--- src/rtl/fwd_hazard_unit.sv ---
// Tracks in-flight destinations in a DEPTH-entry shadow pipeline, produces registered EX forward
// selects and a combinational load-use stall. Define FWD_HAZARD_PERF_EN to add perf counters.
module fwd_hazard_unit #(
  parameter int unsigned NUM_REGS       = 32,
  parameter int unsigned DEPTH          = 3,
  parameter int unsigned LOAD_FWD_STAGE = 3,
  parameter int unsigned REG_W          = $clog2(NUM_REGS),
  parameter int unsigned SRC_W          = ($clog2(DEPTH) > 1) ? $clog2(DEPTH) : 1
) (
  input  logic             clk_i,
  input  logic             rst_i,
  input  logic             advance_i,
  input  logic             flush_i,
  input  logic             id_valid_i,
  input  logic [REG_W-1:0] id_rs1_i,
  input  logic [REG_W-1:0] id_rs2_i,
  input  logic [REG_W-1:0] id_rd_i,
  input  logic             id_we_i,
  input  logic             id_load_i,
  output logic             stall_o,
  output logic [SRC_W-1:0] sel_rs1_src_o,
  output logic [SRC_W-1:0] sel_rs2_src_o
`ifdef FWD_HAZARD_PERF_EN
  ,
  output logic [31:0]      stall_cnt_o,
  output logic [31:0]      fwd_cnt_o
`endif
);

  typedef struct packed {
    logic             valid;
    logic             we;
    logic             load;
    logic [REG_W-1:0] rd;
  } entry_t;

  // Entry 1 is EX, entry DEPTH is the last stage before the regfile write.
  entry_t ent_q [1:DEPTH];
  entry_t ent_d [1:DEPTH];

  logic [SRC_W-1:0] sel1_q, sel1_d;
  logic [SRC_W-1:0] sel2_q, sel2_d;
  logic [SRC_W-1:0] fwd1, fwd2;
  logic             hz1, hz2;
  logic             issue;

  // Descending scan so the youngest (smallest k) match overwrites older ones. Entry DEPTH is
  // skipped: the write-first regfile already exposes that producer.
  always_comb begin
    fwd1 = '0;
    fwd2 = '0;
    hz1  = 1'b0;
    hz2  = 1'b0;
    for (int unsigned k = DEPTH - 1; k >= 1; k--) begin
      if (ent_q[k].valid && ent_q[k].we && (id_rs1_i != '0) && (ent_q[k].rd == id_rs1_i)) begin
        fwd1 = SRC_W'(k);
        hz1  = ent_q[k].load && ((k + 1) < LOAD_FWD_STAGE);
      end
      if (ent_q[k].valid && ent_q[k].we && (id_rs2_i != '0) && (ent_q[k].rd == id_rs2_i)) begin
        fwd2 = SRC_W'(k);
        hz2  = ent_q[k].load && ((k + 1) < LOAD_FWD_STAGE);
      end
    end
  end

  assign stall_o = id_valid_i && !flush_i && (hz1 || hz2);
  assign issue   = id_valid_i && !flush_i && !stall_o;

  always_comb begin
    for (int unsigned k = 2; k <= DEPTH; k++) begin
      ent_d[k] = ent_q[k-1];
    end
    ent_d[1].valid = issue;
    ent_d[1].we    = id_we_i;
    ent_d[1].load  = id_load_i;
    ent_d[1].rd    = id_rd_i;
    sel1_d         = issue ? fwd1 : '0;
    sel2_d         = issue ? fwd2 : '0;
  end

  always_ff @(posedge clk_i) begin
    if (rst_i) begin
      for (int unsigned k = 1; k <= DEPTH; k++) begin
        ent_q[k] <= '0;
      end
      sel1_q <= '0;
      sel2_q <= '0;
    end else if (advance_i) begin
      for (int unsigned k = 1; k <= DEPTH; k++) begin
        ent_q[k] <= ent_d[k];
      end
      sel1_q <= sel1_d;
      sel2_q <= sel2_d;
    end
  end

  assign sel_rs1_src_o = sel1_q;
  assign sel_rs2_src_o = sel2_q;

`ifdef FWD_HAZARD_PERF_EN
  logic [31:0] stall_cnt_q, stall_cnt_d;
  logic [31:0] fwd_cnt_q, fwd_cnt_d;

  always_comb begin
    stall_cnt_d = stall_cnt_q;
    fwd_cnt_d   = fwd_cnt_q;
    if (stall_o && advance_i && (stall_cnt_q != '1)) begin
      stall_cnt_d = stall_cnt_q + 32'd1;
    end
    if (advance_i && ((sel1_d != '0) || (sel2_d != '0)) && (fwd_cnt_q != '1)) begin
      fwd_cnt_d = fwd_cnt_q + 32'd1;
    end
  end

  always_ff @(posedge clk_i) begin
    if (rst_i) begin
      stall_cnt_q <= '0;
      fwd_cnt_q   <= '0;
    end else begin
      stall_cnt_q <= stall_cnt_d;
      fwd_cnt_q   <= fwd_cnt_d;
    end
  end

  assign stall_cnt_o = stall_cnt_q;
  assign fwd_cnt_o   = fwd_cnt_q;
`endif

endmodule

--- config.mk ---
export PLATFORM = sky130hd
export DESIGN_NAME = fwd_hazard_unit
export DESIGN_NICKNAME = d
export VERILOG_FILES = /design/src/rtl/fwd_hazard_unit.sv
export SDC_FILE = /design/constraint.sdc
export NUM_CORES = 1
export LEC_CHECK = 0
export ABC_AREA = 1
export CAP_MARGIN = 10
export CORE_MARGIN = 2
export CORE_UTILIZATION = 49
export CTS_CLUSTER_DIAMETER = 50
export DETAILED_ROUTE_END_ITERATION = 7
export PLACE_DENSITY = 0.78
export SYNTH_ARGS = -nofsm -noshare
export SYNTH_HDL_FRONTEND = slang
export SYNTH_SLANG_ARGS = --single-unit
--- constraint.sdc ---
create_clock -name clk_i -period 1.7 [get_ports clk_i]
set_clock_uncertainty 0.1 [all_clocks]
set_input_delay 0.34 -clock clk_i [delete_from_list [all_inputs] [get_ports clk_i]]
set_output_delay 0.34 -clock clk_i [all_outputs]
set_load 0.02 [all_outputs]
==> flow_summary.ini, run 1 <==
[status]
outcome = complete, but fails checks
violations = negative setup slack

[global_route]
antenna_found_initial = 0
grtUsageMet1_pct = 34.06
grt.met2_usage_pct = 48.54
grt_pass1_wl_um = 5506
grt_pass1_vias = 1231
top_usage_layer = met2
grt_max_degree = 16
grt.total_usage_pct = 28.05
overflow = 0
met3_usage_pct = 5.714

[timing]
worst_pin_slew_ns = 0.3028
fin_crit_ns = 2.117
setup_viol = 1
fmax_mhz = 472.3
slew_headroom_pct = 79.74
final.setup.worst_slack_ns = -0.4172
fin_crit_sh_pct = 124.5
grt_setup_unrepaired = yes
final-max-slew-violation-count = 0
finalHoldViolCount = 0

[clock_tree]
cts_num_sinks = 19
clockBufferDepth = 2
post_cts_hold_buffer_count = 0
root_buffer = clkbuf_4
htreeDepth = 1
tritoncts = yes
insertion_delay_ns = 0.30
cts_buffers = 3
clk_pin_slew_ns = 0.11

[min_path]
hold_class = register to register

[yosys]
yosysSeqAreaShare_pct = 45.79
yosysTopAreaCell = edfxtp_1
synth_edf_count = 15
yosys.cell_types.count = 18
yosys_warnings = 0
synth_flop_cell = edfxtp_1
synthCells = 161
async_reset_ff_share_pct = 0
synth_area_leaders = edfxtp_1 (39%), nand2_1 (15%), inv_1 (11%)
synthesis.area_mm2 = 0.001159
synthesis.nets = 183
synth-seq-cells = 19
synth_top_area_share_pct = 38.88
synth_area_per_cell_um2 = 7.196

[finish]
nets = 249
final_cell_mix = nand2_1 (42), buf_4 (29), inv_1 (28), nor2_1 (23), edfxtp_1 (15)
final_common_cell = nand2_1
num_antenna_cells = 0
drive_gt1_share_pct = 29.20
final_area_mm2 = 0.001824
nFillCells = 154
area_growth_syn_to_layout_pct = 57.45

[pwr]
power_density_mw_per_mm2 = 583.4
leakagePower_nw = 0.9471
p_int_mw = 0.7684
p_clk_share_pct = 21.7
seq_power_share_pct = 51.7
total_power_mw = 1.064
p_sw_share_pct = 27.80
p_sw_mw = 0.2959
vdd_drop_max_mv = 0.5497
combPwrFrac_pct = 26.5

[floorplan]
die-area_mm2 = 0.002769
start_util_pct = 51.88
num_io_pins = 27
fp.dieH_um = 52.63
core_mm2 = 0.002233
rows = 17
die_w_um = 52.63

[route]
totalWireLength_um = 3399
drtPass1Iterations = 4
drc_errors = 0
drt-wirelength-per-cell_um = 13.38
drtIter0Drc = 65
vias_per_cell = 4.949
antenna_left = 0
vias = 1257

[critical_path]
required_ns = 1.26
slowest_delay_ns = 0.48
start_kind = register
worstPathCellList = xnor2_2, nand2_1, nor2_1, nand2_2, nand2_1, nand2_2, nor3_2, buf_4
end_kind = primary output
worstPathArrival_ns = 1.68
cp_num_buf_inv = 1
crit_path_max_fanout = 3
critical_path.top_delay_family = simple AND/OR/NAND/NOR gates
path_class = register to primary output
critPathSlowestCell = edfxtp_1

[placement]
dpl_cell_area_mm2 = 0.001673
port_buffers = 26
routabilityCongestion = 0.9650
hpwl_um = 2453

[flow_run]
maxCapViolCount = 0
worst paths after layout:
| path | cells after the start | slack (ns) | start | to |
|---|---|---|---|---|
| worst min register to register | 2 | 0.36 | sel_rs1_src_o[0] | sel_rs1_src_o[0] |
| worst min-delay path | 2 | 0.36 | sel_rs1_src_o[0] | sel_rs1_src_o[0] |
| worst max-delay path | 8 | -0.42 | ent_q[1][2] | stall_o |
| worst max register to register | 9 | 0.03 | ent_q[1][2] | ent_q[1][7] |
cells by family after synthesis:
group / Yosys count / synth area share, %
DFF: 19 / 45.79
xor gates and xnor gates: 6 / 4.536
buffers and inverters: 35 / 11.34
AOI/OAI and AO/OA: 8 / 4.536
and+or+nand+nor: 93 / 33.80
metal layers:
metal	up-vias	share of wire, %
li1	626	-
met1	567	42
met2	54	49
met3	10	6.5
met4	0	2.7
met5	-	0
power groups by stage:
stage	clock [mW]	sequential [mW]	combinational, mW
final	0.231	0.551	0.283
after floorplan	0	0.554	0.0987
after global placement	0	0.558	0.232
after detailed placement	0	0.559	0.237
after global routing	0.251	0.554	0.308
after CTS	0.237	0.549	0.276
repair_timing:
item	in CTS	in global routing
resized for setup	28	23
pin swaps	2	5
buffers inserted	10	7
setup endpoints to repair	6	7
stage by stage:
| step | utilization (%) | std cells | hold WS [ns] | setup WS (ns) | setup TNS, ns |
|---|---|---|---|---|---|
| 4_1_cts | 80.84 | 256 | 0.3592 | -0.3913 | -0.5388 |
| 3_3_place_gp | 74.90 | 242 | 0.3414 | -0.9273 | -2.326 |
| 6_report | 81.68 | 254 | 0.3573 | -0.4172 | -0.4172 |
| 3_5_place_dp | 74.90 | 242 | 0.3422 | -0.9770 | -2.707 |
| 2_1_floorplan | - | 161 | 0.3091 | 0.04862 | 0 |
| 5_1_grt | 81.68 | 254 | 0.3949 | -0.4898 | -0.5468 |
synthesized netlist by cell type, drive strengths merged (2+ instances only):
master	instances
a21oi	4
dfxtp	4
edfxtp	15
inv	34
nand2	48
nand3	8
nand4	4
nor2	30
nor3	2
o211ai	2
o21ai	2
xnor2	5
sequential cells by signal, indices dropped and copies added, names as in the netlist:
name / flops
sel_rs2_src_o: 2
ent_q: 15
sel_rs1_src_o: 2
layout make-up:
class	instances	area [um^2]	area share, %
Clock inverter	1	5.005	0.2743
Multi-Input combinational cell	107	538.0	29.49
Tap cell	28	35.03	1.920
Timing Repair Buffer	62	565.5	31.00
Inverter	34	127.6	6.996
Sequential cell	19	530.5	29.08
Clock buffer	3	22.52	1.235
worst reg2reg max path, delay by kind of cell, from the launching register on:
family / cells / cell delay (ns)
and+or+nand+nor: 7 / 0.51
xor gates and xnor gates: 1 / 0.21
DFF: 1 / 0.48
buffers and inverters: 1 / 0.14
(Power assumes the default switching activity.)
==> inputs of run 2 (changes only) <==
--- a/config.mk
+++ b/config.mk
@@ -7,11 +7,11 @@
 export LEC_CHECK = 0
 export ABC_AREA = 1
 export CAP_MARGIN = 10
-export CORE_MARGIN = 2
 export CORE_UTILIZATION = 49
 export CTS_CLUSTER_DIAMETER = 50
 export DETAILED_ROUTE_END_ITERATION = 7
 export PLACE_DENSITY = 0.78
+export SETUP_SLACK_MARGIN = 0.15
 export SYNTH_ARGS = -nofsm -noshare
 export SYNTH_HDL_FRONTEND = slang
 export SYNTH_SLANG_ARGS = --single-unit
==> run 2 against run 1 <==
  * The flow still finishes with violations (negative setup slack)
  * Via count fell by 5.9%
  * Clock power rose by 5%
  * Clock-buffer cell count did not move
  * Utilization rose by 0.56 points
  * Critical path type unchanged
==> flow_summary.ini, run 2 (synthesis gave the netlist of run 1 again) <==
[timing]
fin_crit_sh_pct = 124.3
fin_crit_ns = 2.113
final-max-slew-violation-count = 0
fmax_mhz = 473.3
finalHoldViolCount = 0
final.setup.worst_slack_ns = -0.4130
fin_tns_setup_ns = -0.7345
grt_setup_unrepaired = yes
whs_ns = 0.3681
slew_headroom_pct = 79.48
setup_viol = 2
worst_pin_slew_ns = 0.3066

[clock_tree]
cts_buffers = 3
htreeDepth = 1
cts_num_sinks = 19
clockBufferDepth = 2
post_cts_hold_buffer_count = 0
insertion_delay_ns = 0.31
clk_pin_slew_ns = 0.12
tritoncts = yes
root_buffer = clkbuf_4

[floorplan]
num_io_pins = 27
die-area_mm2 = 0.002563
rows = 17
start_util_pct = 52.38
fp.dieH_um = 50.63
die_w_um = 50.63
core_mm2 = 0.002212

[finish]
finalCoreUtilization_pct = 82.24
final_area_mm2 = 0.001819
final_common_cell = nand2_1
final_cell_mix = nand2_1 (45), inv_1 (30), nor2_1 (26), buf_4 (25), edfxtp_1 (15)
largest_reg_flops = 15
drive_gt1_share_pct = 26.22
nFillCells = 149
area_growth_syn_to_layout_pct = 57.02
final_cell_count_no_fill = 253
nets = 248
largest_register = ent_q
num_antenna_cells = 0

[route]
vias = 1183
drtPass1Iterations = 4
drtIter0Drc = 24
drt-wirelength-per-cell_um = 12.19
met3_length_um = 119
met1Wirelength_um = 1432
topRoutingLayerUsed = met4
vias_per_cell = 4.676
totalWireLength_um = 3083
dr_wl_met2_um = 1476
drc_errors = 0
antenna_left = 0

[critical_path]
worstReg2RegEnd = sel_rs2_src_o[1]
end_kind = primary output
start_kind = register
worstPathCellList = buf_6, nand2_1, nand2_1, inv_1, nand2_1, nor2_1, nand2_1, nand2_1, nand2_2, nor3_4, buf_6
timing.reg2reg.setup_slack_ns = -0.32
r2r_cells = 16
path_class = register to primary output
required_ns = 1.26
r2r_start = ent_q[1][3]
crit_path_max_fanout = 2
critPathSlowestCell = edfxtp_1
worstPathArrival_ns = 1.67
slowest_delay_ns = 0.43
worst_path_most_repeated_cell = nand2_1

[placement]
dp_cells = 241
routabilityCongestion = 0.8591
hpwl_um = 2186
dpl_cell_area_mm2 = 0.001684
port_buffers = 26
place_ws_ns = -0.9436

[min_path]
hold_start = sel_rs2_src_o[0]
hold_class = register to register
holdPathStages = 2
hold_end = sel_rs2_src_o[0]

[global_route]
antenna_found_initial = 0
grt.total_usage_pct = 25.77
grt_pass1_wl_um = 4781
grt_pass1_vias = 1135
grt_max_degree = 16
overflow = 0

[status]
violations = negative setup slack
outcome = complete, but fails checks

[pwr]
vdd_drop_max_mv = 0.5576
power_density_mw_per_mm2 = 574.3
leakagePower_nw = 0.9104
total_power_mw = 1.045

[flow_run]
maxCapViolCount = 0
## run 2: worst max-delay path: cells and delay by family (launching register included)
family | cells | cell delay, ns
buffers and inverters | 3 | 0.33
DFF | 1 | 0.43
and+or+nand+nor | 8 | 0.59
## run 2: cell type report
class	instances	area (um^2)	area share, %
tap	28	35.03	1.926
inverter	34	127.6	7.015
clock buffer	3	22.52	1.238
timing repair buffer	61	564.3	31.02
clock inverter	1	5.005	0.2751
multi-input combinational	107	534.3	29.37
sequential	19	530.5	29.16
## run 2: worst max-delay path by stage
| stage | slack [ns] | depth (start not counted) | endpoint | from |
|---|---|---|---|---|
| floorplan | 0.11 | 7 | stall_o | ent_q[1][2] |
| global route | -0.52 | 11 | stall_o | ent_q[1][3] |
| detailed placement | -0.94 | 12 | stall_o | id_rs2_i[3] |
| CTS | -0.38 | 10 | stall_o | ent_q[1][2] |
| finish | -0.41 | 11 | stall_o | ent_q[1][3] |
| global placement | -0.90 | 12 | stall_o | id_rs2_i[3] |
## run 2: routing by layer
layer | GRT usage (%) | vias up
met5 | 0 | -
met4 | 8.333 | 0
met3 | 3.636 | 7
met2 | 42.89 | 30
met1 | 34.36 | 518
li1 | - | 628
## run 2: what timing repair did
item,in CTS,in global routing
pin swaps,0,4
gates resized for setup,33,4
buffers inserted,7,1
cloned,0,0
setup endpoints to repair,9,5
## run 2: where the power goes
part           switching [mW]  internal, mW  total (mW)
registers              0.0222         0.530       0.552
clock network           0.155        0.0879       0.243
logic                   0.117         0.134       0.251
total                   0.293         0.751        1.04
